===== config.mk =====
export PLATFORM = sky130hd
export DESIGN_NAME = nand_bus_sequencer
export DESIGN_NICKNAME = d
export VERILOG_FILES = /design/src/rtl/nand_bus_sequencer_pkg.sv /design/src/rtl/nand_cycle_timer.sv /design/src/rtl/nand_bus_sequencer.sv
export SDC_FILE = /design/constraint.sdc
export NUM_CORES = 1
export LEC_CHECK = 0
export CORE_AREA = 2 2 93 95
export DETAILED_ROUTE_END_ITERATION = 6
export DIE_AREA = 0 0 95 97
export PLACE_DENSITY = 0.9
export SLEW_MARGIN = 20
export SYNTH_ARGS = -nofsm -noshare
export SYNTH_HDL_FRONTEND = slang
export SYNTH_SLANG_ARGS = --single-unit
export TNS_END_PERCENT = 20

===== constraint.sdc =====
create_clock -name PCLK -period 3.9 [get_ports PCLK]
set_input_delay 1.17 -clock PCLK [delete_from_list [all_inputs] [get_ports PCLK]]
set_output_delay 1.17 -clock PCLK [all_outputs]
set_load 0.005 [all_outputs]

===== src/rtl/nand_bus_sequencer_pkg.sv =====
// Shared types for the NAND bus sequencer.
// FSM states, write/read sub-phases, latched op fields, opcodes.
package nand_bus_sequencer_pkg;

  localparam int TW = 16;

  typedef enum logic [3:0] {
    S_IDLE,
    S_CMD1,
    S_ADDR,
    S_WDATA,
    S_CMD2,
    S_WAIT_WB,
    S_WAIT_RB,
    S_RDATA,
    S_DONE
  } state_e;

  typedef enum logic [1:0] {
    PH_START,
    PH_LOW,
    PH_HIGH
  } phase_e;

  typedef struct packed {
    logic [7:0] cmd1;
    logic [7:0] cmd2;
    logic       has_cmd2;
    logic [2:0] naddr;
    logic       dir;
    logic [7:0] len;
  } op_t;

  localparam logic [7:0] OP_READ1  = 8'h00;
  localparam logic [7:0] OP_READ2  = 8'h30;
  localparam logic [7:0] OP_PROG1  = 8'h80;
  localparam logic [7:0] OP_PROG2  = 8'h10;
  localparam logic [7:0] OP_STATUS = 8'h70;
  localparam logic [7:0] OP_RESET  = 8'hFF;
  localparam logic [7:0] OP_ERASE1 = 8'h60;
  localparam logic [7:0] OP_ERASE2 = 8'hD0;

  function automatic state_e after_addr(op_t op);
    if (!op.dir && op.len != 8'd0) return S_WDATA;
    if (op.has_cmd2) return S_CMD2;
    if (op.dir && op.len != 8'd0) return S_WAIT_WB;
    return S_DONE;
  endfunction

endpackage


===== src/rtl/nand_cycle_timer.sv =====
// Loadable down-counter for flash pin timing.
// 'expired' is high once the count has reached zero.
module nand_cycle_timer #(
  parameter int W = 16
) (
  input  logic         clk,
  input  logic         rst_n,
  input  logic         load,
  input  logic [W-1:0] val,
  output logic         expired
);

  logic [W-1:0] cnt_q, cnt_d;

  // load wins, otherwise count down and park at zero
  always_comb begin
    cnt_d = cnt_q;
    if (load) cnt_d = val;
    else if (cnt_q != '0) cnt_d = cnt_q - 1'b1;
  end

  // counter register
  always_ff @(posedge clk or negedge rst_n) begin
    if (!rst_n) cnt_q <= '0;
    else        cnt_q <= cnt_d;
  end

  assign expired = (cnt_q == '0);

endmodule


===== src/rtl/nand_bus_sequencer.sv =====
// Raw NAND bus sequencer: one operation per request,
// CMD1 / addr / wdata / CMD2 / busy wait / rdata.
module nand_bus_sequencer
  import nand_bus_sequencer_pkg::*;
#(
  parameter int T_WP       = 2,
  parameter int T_WH       = 2,
  parameter int T_RP       = 2,
  parameter int T_REH      = 2,
  parameter int T_WB       = 4,
  parameter int RB_TIMEOUT = 65535
) (
  input  logic       PCLK,
  input  logic       PRESETN,
  input  logic       op_valid,
  output logic       op_ready,
  input  logic [7:0] op_cmd1,
  input  logic [7:0] op_cmd2,
  input  logic       op_has_cmd2,
  input  logic [2:0] op_naddr,
  input  logic       op_dir,
  input  logic [7:0] op_len,
  input  logic [7:0] tx_dout,
  input  logic       tx_empty,
  output logic       tx_rd_en,
  output logic [7:0] rx_din,
  output logic       rx_wr_en,
  input  logic       rx_full,
  output logic       F_nCE,
  output logic       F_CLE,
  output logic       F_ALE,
  output logic       F_nWE,
  output logic       F_nRE,
  output logic       F_nWP,
  input  logic       F_nRB,
  output logic [7:0] F_DIO_o,
  output logic       F_DIO_oe,
  input  logic [7:0] F_DIO_i,
  output logic       op_done,
  output logic       op_err
);

  localparam logic [TW-1:0] LD_WP  = TW'(T_WP - 1);
  localparam logic [TW-1:0] LD_WH  = TW'(T_WH - 1);
  localparam logic [TW-1:0] LD_RP  = TW'(T_RP - 1);
  localparam logic [TW-1:0] LD_REH = TW'(T_REH - 1);
  localparam logic [TW-1:0] LD_WB  = TW'(T_WB - 1);
  localparam logic [TW-1:0] LD_RB  = TW'(RB_TIMEOUT - 1);

  state_e state_q, state_d;
  phase_e ph_q, ph_d;
  op_t    op_q, op_d;

  logic [7:0] cnt_q, cnt_d;
  logic [7:0] dout_q, dout_d;
  logic [7:0] rd_q, rd_d;
  logic       err_q, err_d;
  logic       rxw_q, rxw_d;
  logic       nwp_q, nwp_d;
  logic       rb_s1_q, rb_s1_d;
  logic       rb_s2_q, rb_s2_d;

  logic          tmr_load;
  logic [TW-1:0] tmr_val;
  logic          tmr_exp;

  logic       tx_src;
  logic [7:0] wr_byte;
  state_e     wr_next;
  logic       wr_st;

  nand_cycle_timer #(.W(TW)) u_tmr (
    .clk     (PCLK),
    .rst_n   (PRESETN),
    .load    (tmr_load),
    .val     (tmr_val),
    .expired (tmr_exp)
  );

  // byte source and follow-on state of the current write state
  always_comb begin
    tx_src  = 1'b0;
    wr_byte = 8'h00;
    wr_next = S_DONE;
    unique case (state_q)
      S_CMD1: begin
        wr_byte = op_q.cmd1;
        wr_next = (op_q.naddr != 3'd0) ? S_ADDR : after_addr(op_q);
      end
      S_ADDR: begin
        tx_src  = 1'b1;
        wr_byte = tx_dout;
        wr_next = after_addr(op_q);
      end
      S_WDATA: begin
        tx_src  = 1'b1;
        wr_byte = tx_dout;
        wr_next = op_q.has_cmd2 ? S_CMD2 : S_DONE;
      end
      S_CMD2: begin
        wr_byte = op_q.cmd2;
        wr_next = S_WAIT_WB;
      end
      default: ;
    endcase
  end

  // next state, cycle sub-phase, counters and timer loads
  always_comb begin
    state_d  = state_q;
    ph_d     = ph_q;
    op_d     = op_q;
    cnt_d    = cnt_q;
    dout_d   = dout_q;
    rd_d     = rd_q;
    err_d    = err_q;
    rxw_d    = 1'b0;
    nwp_d    = 1'b1;
    rb_s1_d  = F_nRB;
    rb_s2_d  = rb_s1_q;
    tmr_load = 1'b0;
    tmr_val  = '0;
    unique case (state_q)
      S_IDLE: begin
        if (op_valid) begin
          op_d.cmd1     = op_cmd1;
          op_d.cmd2     = op_cmd2;
          op_d.has_cmd2 = op_has_cmd2;
          op_d.naddr    = (op_naddr > 3'd5) ? 3'd5 : op_naddr;
          op_d.dir      = op_dir;
          op_d.len      = op_len;
          err_d         = 1'b0;
          state_d       = S_CMD1;
        end
      end
      S_CMD1, S_ADDR, S_WDATA, S_CMD2: begin
        unique case (ph_q)
          PH_START: begin
            if (!tx_src || !tx_empty) begin
              ph_d     = PH_LOW;
              dout_d   = wr_byte;
              tmr_load = 1'b1;
              tmr_val  = LD_WP;
            end
          end
          PH_LOW: begin
            if (tmr_exp) begin
              ph_d     = PH_HIGH;
              tmr_load = 1'b1;
              tmr_val  = LD_WH;
            end
          end
          default: begin
            if (tmr_exp) begin
              ph_d = PH_START;
              if (!tx_src || cnt_q == 8'd1) state_d = wr_next;
              else cnt_d = cnt_q - 8'd1;
            end
          end
        endcase
      end
      S_WAIT_WB: begin
        if (tmr_exp) state_d = op_q.has_cmd2 ? S_WAIT_RB : S_RDATA;
      end
      S_WAIT_RB: begin
        if (rb_s2_q) begin
          state_d = (op_q.dir && op_q.len != 8'd0) ? S_RDATA : S_DONE;
        end else if (tmr_exp) begin
          state_d = S_DONE;
          err_d   = 1'b1;
        end
      end
      S_RDATA: begin
        unique case (ph_q)
          PH_START: begin
            if (!rx_full) begin
              ph_d     = PH_LOW;
              tmr_load = 1'b1;
              tmr_val  = LD_RP;
            end
          end
          PH_LOW: begin
            if (tmr_exp) begin
              ph_d     = PH_HIGH;
              rd_d     = F_DIO_i;
              rxw_d    = 1'b1;
              tmr_load = 1'b1;
              tmr_val  = LD_REH;
            end
          end
          default: begin
            if (tmr_exp) begin
              ph_d = PH_START;
              if (cnt_q == 8'd1) state_d = S_DONE;
              else cnt_d = cnt_q - 8'd1;
            end
          end
        endcase
      end
      S_DONE: state_d = S_IDLE;
      default: state_d = S_IDLE;
    endcase
    if (state_d != state_q) begin
      ph_d = PH_START;
      unique case (state_d)
        S_ADDR:    cnt_d = {5'd0, op_q.naddr};
        S_WDATA:   cnt_d = op_q.len;
        S_RDATA:   cnt_d = op_q.len;
        S_WAIT_WB: begin
          tmr_load = 1'b1;
          tmr_val  = LD_WB;
        end
        S_WAIT_RB: begin
          tmr_load = 1'b1;
          tmr_val  = LD_RB;
        end
        default: ;
      endcase
    end
  end

  // pin and handshake decode from registered state
  always_comb begin
    wr_st = (state_q == S_CMD1) || (state_q == S_ADDR) ||
            (state_q == S_WDATA) || (state_q == S_CMD2);
    op_ready = (state_q == S_IDLE);
    F_nCE    = (state_q == S_IDLE) || (state_q == S_DONE);
    F_CLE    = (state_q == S_CMD1) || (state_q == S_CMD2);
    F_ALE    = (state_q == S_ADDR);
    F_nWE    = !(wr_st && ph_q == PH_LOW);
    F_nRE    = !(state_q == S_RDATA && ph_q == PH_LOW);
    F_nWP    = nwp_q;
    F_DIO_oe = wr_st;
    F_DIO_o  = wr_st ? dout_q : 8'h00;
    tx_rd_en = tx_src && ph_q == PH_LOW && tmr_exp;
    rx_wr_en = rxw_q;
    rx_din   = rd_q;
    op_done  = (state_q == S_DONE);
    op_err   = (state_q == S_DONE) && err_q;
  end

  // state and datapath registers
  always_ff @(posedge PCLK or negedge PRESETN) begin
    if (!PRESETN) begin
      state_q <= S_IDLE;
      ph_q    <= PH_START;
      op_q    <= '0;
      cnt_q   <= '0;
      dout_q  <= '0;
      rd_q    <= '0;
      err_q   <= 1'b0;
      rxw_q   <= 1'b0;
      nwp_q   <= 1'b0;
      rb_s1_q <= 1'b1;
      rb_s2_q <= 1'b1;
    end else begin
      state_q <= state_d;
      ph_q    <= ph_d;
      op_q    <= op_d;
      cnt_q   <= cnt_d;
      dout_q  <= dout_d;
      rd_q    <= rd_d;
      err_q   <= err_d;
      rxw_q   <= rxw_d;
      nwp_q   <= nwp_d;
      rb_s1_q <= rb_s1_d;
      rb_s2_q <= rb_s2_d;
    end
  end

endmodule

=== Word-level counts from Yosys, hierarchy flattened ===
Index checks and enable logic that the tools add are counted.

* Flip-flop bits (word level): 80
* Input port bits: 51
* Output and inout port bits: 28
* Word-level logic and storage cells: 164

* $add $sub $neg: 2
* Order comparisons: 1
* Equal/unequal tests: 21
* Multiplexer cells: 85
* Reductions and logical operators: 38

{| class="wikitable"
|+ Operator list
! kind !! number
|-
| $pmux 16 s2 || 3
|-
| $mux 4 || 22
|-
| $mux 8 || 8
|-
| $mux 16 || 3
|-
| $pmux 8 s2 || 2
|-
| $mux 1 || 30
|-
| $eq 4x3->1 const B || 7
|-
| $pmux 8 s3 || 1
|-
| $pmux 4 s5 || 1
|-
| $eq 4x2->1 const B || 4
|-
| $logic_not 16->1 || 1
|-
| $pmux 4 s4 || 1
|-
| $reduce_bool 16->1 || 1
|-
| $sub 16x1->16 const B || 1
|-
| $pmux 2 s2 || 3
|-
| $mux 2 || 5
|-
| $pmux 1 s2 || 5
|-
| $reduce_and 3->1 || 3
|-
| $eq 8x1->1 const B || 1
|-
| $ne 4x4->1 const B || 2
|-
| $reduce_bool 8->1 || 1
|-
| $reduce_or 2->1 || 4
|-
| $sub 8x1->8 const B || 1
|-
| $logic_and 1x1->1 || 7
|-
| 16 further kinds || 30
|}

=== Depth between registers and ports, before layout ===
* Depth after elaboration: 23
* Mapped depth: 13

=== Cells and area by module ===
Synthesis repeated with hierarchy kept, for this count alone.

* Cell total of the unflattened synthesis: 433
* Area, all modules: 4436.8 sq um

{| class="wikitable"
|+ By module, submodules not included
! module !! times used !! cells each !! area an instance (sq um) !! sequential area each (sq um)
|-
| nand_bus_sequencer || 1 || 325 || 3414.5 || 1604.0
|-
| nand_cycle_timer || 1 || 108 || 1022.2 || 400.4
|}

=== Worst setup path before layout ===
OpenSTA, ideal clock, no wires.

* Kind: flip-flop to output port
* From: reg u_tmr.cnt_q[0]
* To: out tx_rd_en
* Arrival: 1.990 ns
* Data required time: 2.730 ns
* Path slack: 0.740 ns
* Cell stages (with the launch flop): 8
* Buffers on the path: 1
* Path through: dfrtp_1 > inv_1 > ha_1 > or3b_1 > or4b_4 > buf_6 > nor2_4 > and3_1

* Longest elaborated chain between the ends: 2

{| class="wikitable"
|+ RTL lines
! element !! line !! RTL
|-
| start, declared || nand_cycle_timer.sv:13 || <nowiki>logic [W-1:0] cnt_q, cnt_d;</nowiki>
|-
| start signal, assigned || nand_cycle_timer.sv:25 || <nowiki>else cnt_q <= cnt_d;</nowiki>
|-
| $logic_not 16->1 || nand_cycle_timer.sv:28 || <nowiki>assign expired = (cnt_q == '0);</nowiki>
|-
| $logic_and 1x1->1 || nand_bus_sequencer.sv:235 || <nowiki>tx_rd_en = tx_src && ph_q == PH_LOW && tmr_exp;</nowiki>
|-
| end, declared || nand_bus_sequencer.sv:25 || <nowiki>output logic tx_rd_en,</nowiki>
|}

Every way passes these cells.

=== Worst setup path after layout ===
Ends and elaborated chain as after synthesis.

==> flow_metrics.py <==
metrics = {
    "layout": {
        "n_antenna_cell": 0,
        "fillers": 636,
        "final_net_count": 604,
        "design_area_mm2": 0.00532,
        "area_growth_pct": 25.5,
        "drive_gt1_frac": 0.115,
        "final_common_cell": "nand2_1",
        "layout_common_cells": "nand2_1 (133), dfrtp_1 (78), clkdlybuf4s50_1 (76)",
    },
    "cts": {
        "clk_latency_ns": 0.36,
        "clock_sinks": 80,
        "h-tree-depth": 3,
        "hold_buffers": 0,
        "cts_tree": "built",
        "numCtsBuffers": 9,
        "clockBufferDepth": 2,
        "root_buffer": "clkbuf_8",
        "path_clk_slew_ns": 0.08,
    },
    "min_path": {
        "hold_path_class": "register to register",
        "hold_end": "rb_s2_q",
        "hold_path_startpoint": "rb_s1_q",
        "hold_depth": 0,
    },
    "route": {
        "routedWlPerCell_um": 15.9,
        "first_iter_violations": 195,
        "dr.pass1.iters": 5,
        "finalWirelength_mm": 10.5,
        "avgViaCountPerCell": 5.67,
        "drc": 0,
        "ant_nets": 0,
        "vias": 3743,
    },
    "sta": {
        "finalSetupViolations": 0,
        "period_minus_slack_ns": 3.70,
        "hold_viol_final": 0,
        "finalCritPeriodShare": 0.948,
        "fin_ws_ns": 0.202,
        "slew_viol_final": 0,
        "rsz0062_at_grt": "false",
        "worst_pin_slew_ns": 0.987,
        "fin_setup_tns_ns": 0,
        "fmax_ghz": 0.270,
        "skew_ns": 0.0168,
        "slew_headroom": 0.342,
    },
    "worst_setup_path": {
        "crit_path_start_kind": "register",
        "reg2reg_from": "u_tmr.cnt_q[0]",
        "critical_path_required_ns": 2.73,
        "path_class": "register to output port",
        "worst-path-buf-inv": 2,
        "cp_slowest_cell": "or4b_4",
        "r2r_slack_ns": 0.49,
        "crit_chain": "inv_1 -> ha_1 -> or3b_4 -> or4b_4 -> nor2_4 -> and3_1 -> dlygate4sd2_1",
        "cpPeakStageDelay_ns": 0.60,
        "r2r-end": "cnt_q[1]",
        "endpoint_kind": "output port",
        "critPathTopFamily": "simple AND/OR/NAND/NOR gates",
        "worstPathArrival_ns": 2.53,
        "critical_path.max_fanout": 4,
        "ff2ff_path_depth": 11,
    },
    "pwr": {
        "p_leak_nw": 2.34,
        "max-vdd-ir-drop_mv": 0.313,
        "p_per_area_mw_per_mm2": 584,
    },
    "placed_design": {
        "place_area_mm2": 0.00513,
        "portBuffers": 78,
        "dp_hpwl_mm": 7.55,
        "gp_congestion": 0.956,
        "dp_slack_ns": 0.288,
    },
    "floorplan": {
        "dieWidth_um": 95,
        "core_area_mm2": 0.00813,
        "initial_core_util": 0.522,
        "num_rows": 33,
        "io_pins": 79,
        "die_y_um": 97,
        "die-area_mm2": 0.00922,
    },
    "global_route": {
        "groute.usage.overall": 0.244,
        "grt_pass1_wl_mm": 17.8,
        "top_usage_layer": "met2",
        "globalRouteMet2Util": 0.398,
        "grt-ovfl-total": 0,
        "antenna_found_initial": 0,
        "grt_max_degree": 81,
        "grt_pass1_vias": 3821,
        "grtUsageMet3": 0.0428,
        "grtUsageMet1": 0.316,
    },
    "synthesis": {
        "syn_nets": 525,
        "ys_warn_count": 0,
        "ys_types": 73,
        "synth_cells": 471,
        "syn_area_mm2": 0.00424,
        "ys_seq_area_frac": 0.472,
        "synth_edf_count": 0,
        "syn_area_per_cell_um2": 9.01,
        "synth-main-ff-cell": "dfrtp_1",
        "synth_seq_cells": 80,
        "synthArstFlopShare": 1.00,
    },
    "status": {
        "outcome": "complete, no violations",
    },
    "job": {
        "drv_cap": 0,
    },
}
==> synth_stat cells, types with 3 or more instances <==
master      n  area [um2]
o21ai_2    11        96.3
nand2b_1    6        37.5
nand3_1     5        25.0
nor3_1     12        60.1
xor2_1      5        43.8
clkbuf_1   18        67.6
nor2b_1     3        18.8
a22o_1      6        52.6
o21ai_1     7        35.0
nor2_1     24        90.1
a22oi_1     8        60.1
xnor2_1     9        78.8
a21oi_1     8        40.0
ha_1        3        37.5
or3_1       6        37.5
nor4_1      6        37.5
a221o_1     3        30.0
dfrtp_1    78        1950
nand2_1   133         499
inv_1      10        37.5
and2_1     12        75.1
o21ai_0    22         110
and2_0      3        18.8
a31oi_1    11        68.8
==> worst reg2reg max path: cells and delay by family, from the launching register on <==
kind	cells	cell delay (ns)
AO/OA/AOI/OAI	4	0.97
adder cells (fa/ha/maj)	1	0.18
buffers and inverters	2	0.28
flip-flops	1	0.40
AND/OR/NAND/NOR	4	1.46
==> report_power, final <==
part | internal [mW] | switching [mW]
registers | 1.09 | 0.194
clock network | 0.252 | 0.308
logic | 0.572 | 0.691
total | 1.91 | 1.19
==> cell type report <==
type	instances	area (um2)	area share
clock buffer	11	141	0.0266
multi-input combinational	357	2100	0.394
inverter	13	51.3	0.00964
clock inverter	5	40.0	0.00752
tap	105	131	0.0247
timing repair buffer	89	860	0.161
sequential	80	2000	0.376
==> metrics by stage <==
step                hold WS [ns]  power (mW)   util  instances
floorplan                  0.345        2.09      -        471
global placement           0.347        2.47  0.631        643
detailed placement         0.349        2.54  0.631        643
CTS                        0.360        3.12  0.655        660
global route               0.361        3.33  0.655        660
finish                     0.359        3.11  0.655        660
==> sequential cells by signal, indices dropped and copies added (netlist names) <==
name	flops
op_q	29
rb_s1_q	1
rx_din	8
F_nWP	1
rb_s2_q	1
ph_q	2
cnt_q	8
dout_q	8
rx_wr_en	1
state_q	4
u_tmr.cnt_q	16
err_q	1
==> repair_timing <==
item | 4_1_cts | 5_1_grt
hold endpoints to repair | 0 | 0
setup endpoints to repair | 1 | 0
setup buffers | 1 | 0
gates resized for setup | 2 | 0
==> worst max-delay path by stage <==
stage                              start  endpoint  slack [ns]  cells past startpoint
after floorplan           u_tmr.cnt_q[0]  tx_rd_en        0.74                      7
after global placement    u_tmr.cnt_q[0]  tx_rd_en        0.33                      7
after detailed placement  u_tmr.cnt_q[0]  tx_rd_en        0.29                      7
after CTS                 u_tmr.cnt_q[0]  tx_rd_en        0.20                      7
after global routing      u_tmr.cnt_q[0]  tx_rd_en        0.11                      7
final                     u_tmr.cnt_q[0]  tx_rd_en        0.20                      7
==> routing by layer <==
layer / up-vias / wire length (um) / share of wire
met2: 127 / 5350 / 0.51
met4: 0 / 244 / 0.023
met1: 1805 / 4380 / 0.42
met3: 23 / 537 / 0.051
li1: 1788 / - / -
met5: - / 0 / 0
==> logic make-up (layout without fill, tap and decap cells) <==
logic type,after synthesis,count (layout),synth area share
adder cells (fa/ha/maj),3,3,0.00885
AND/OR/NAND/NOR,238,238,0.276
XOR/XNOR,14,14,0.0289
other,1,1,0.000884
multiplexers,1,1,0.00236
AO/OA/AOI/OAI,100,100,0.177
buffers and inverters,34,118,0.0342
flip-flops,80,80,0.472
Note: power is estimated with default switching activity, not from simulation.
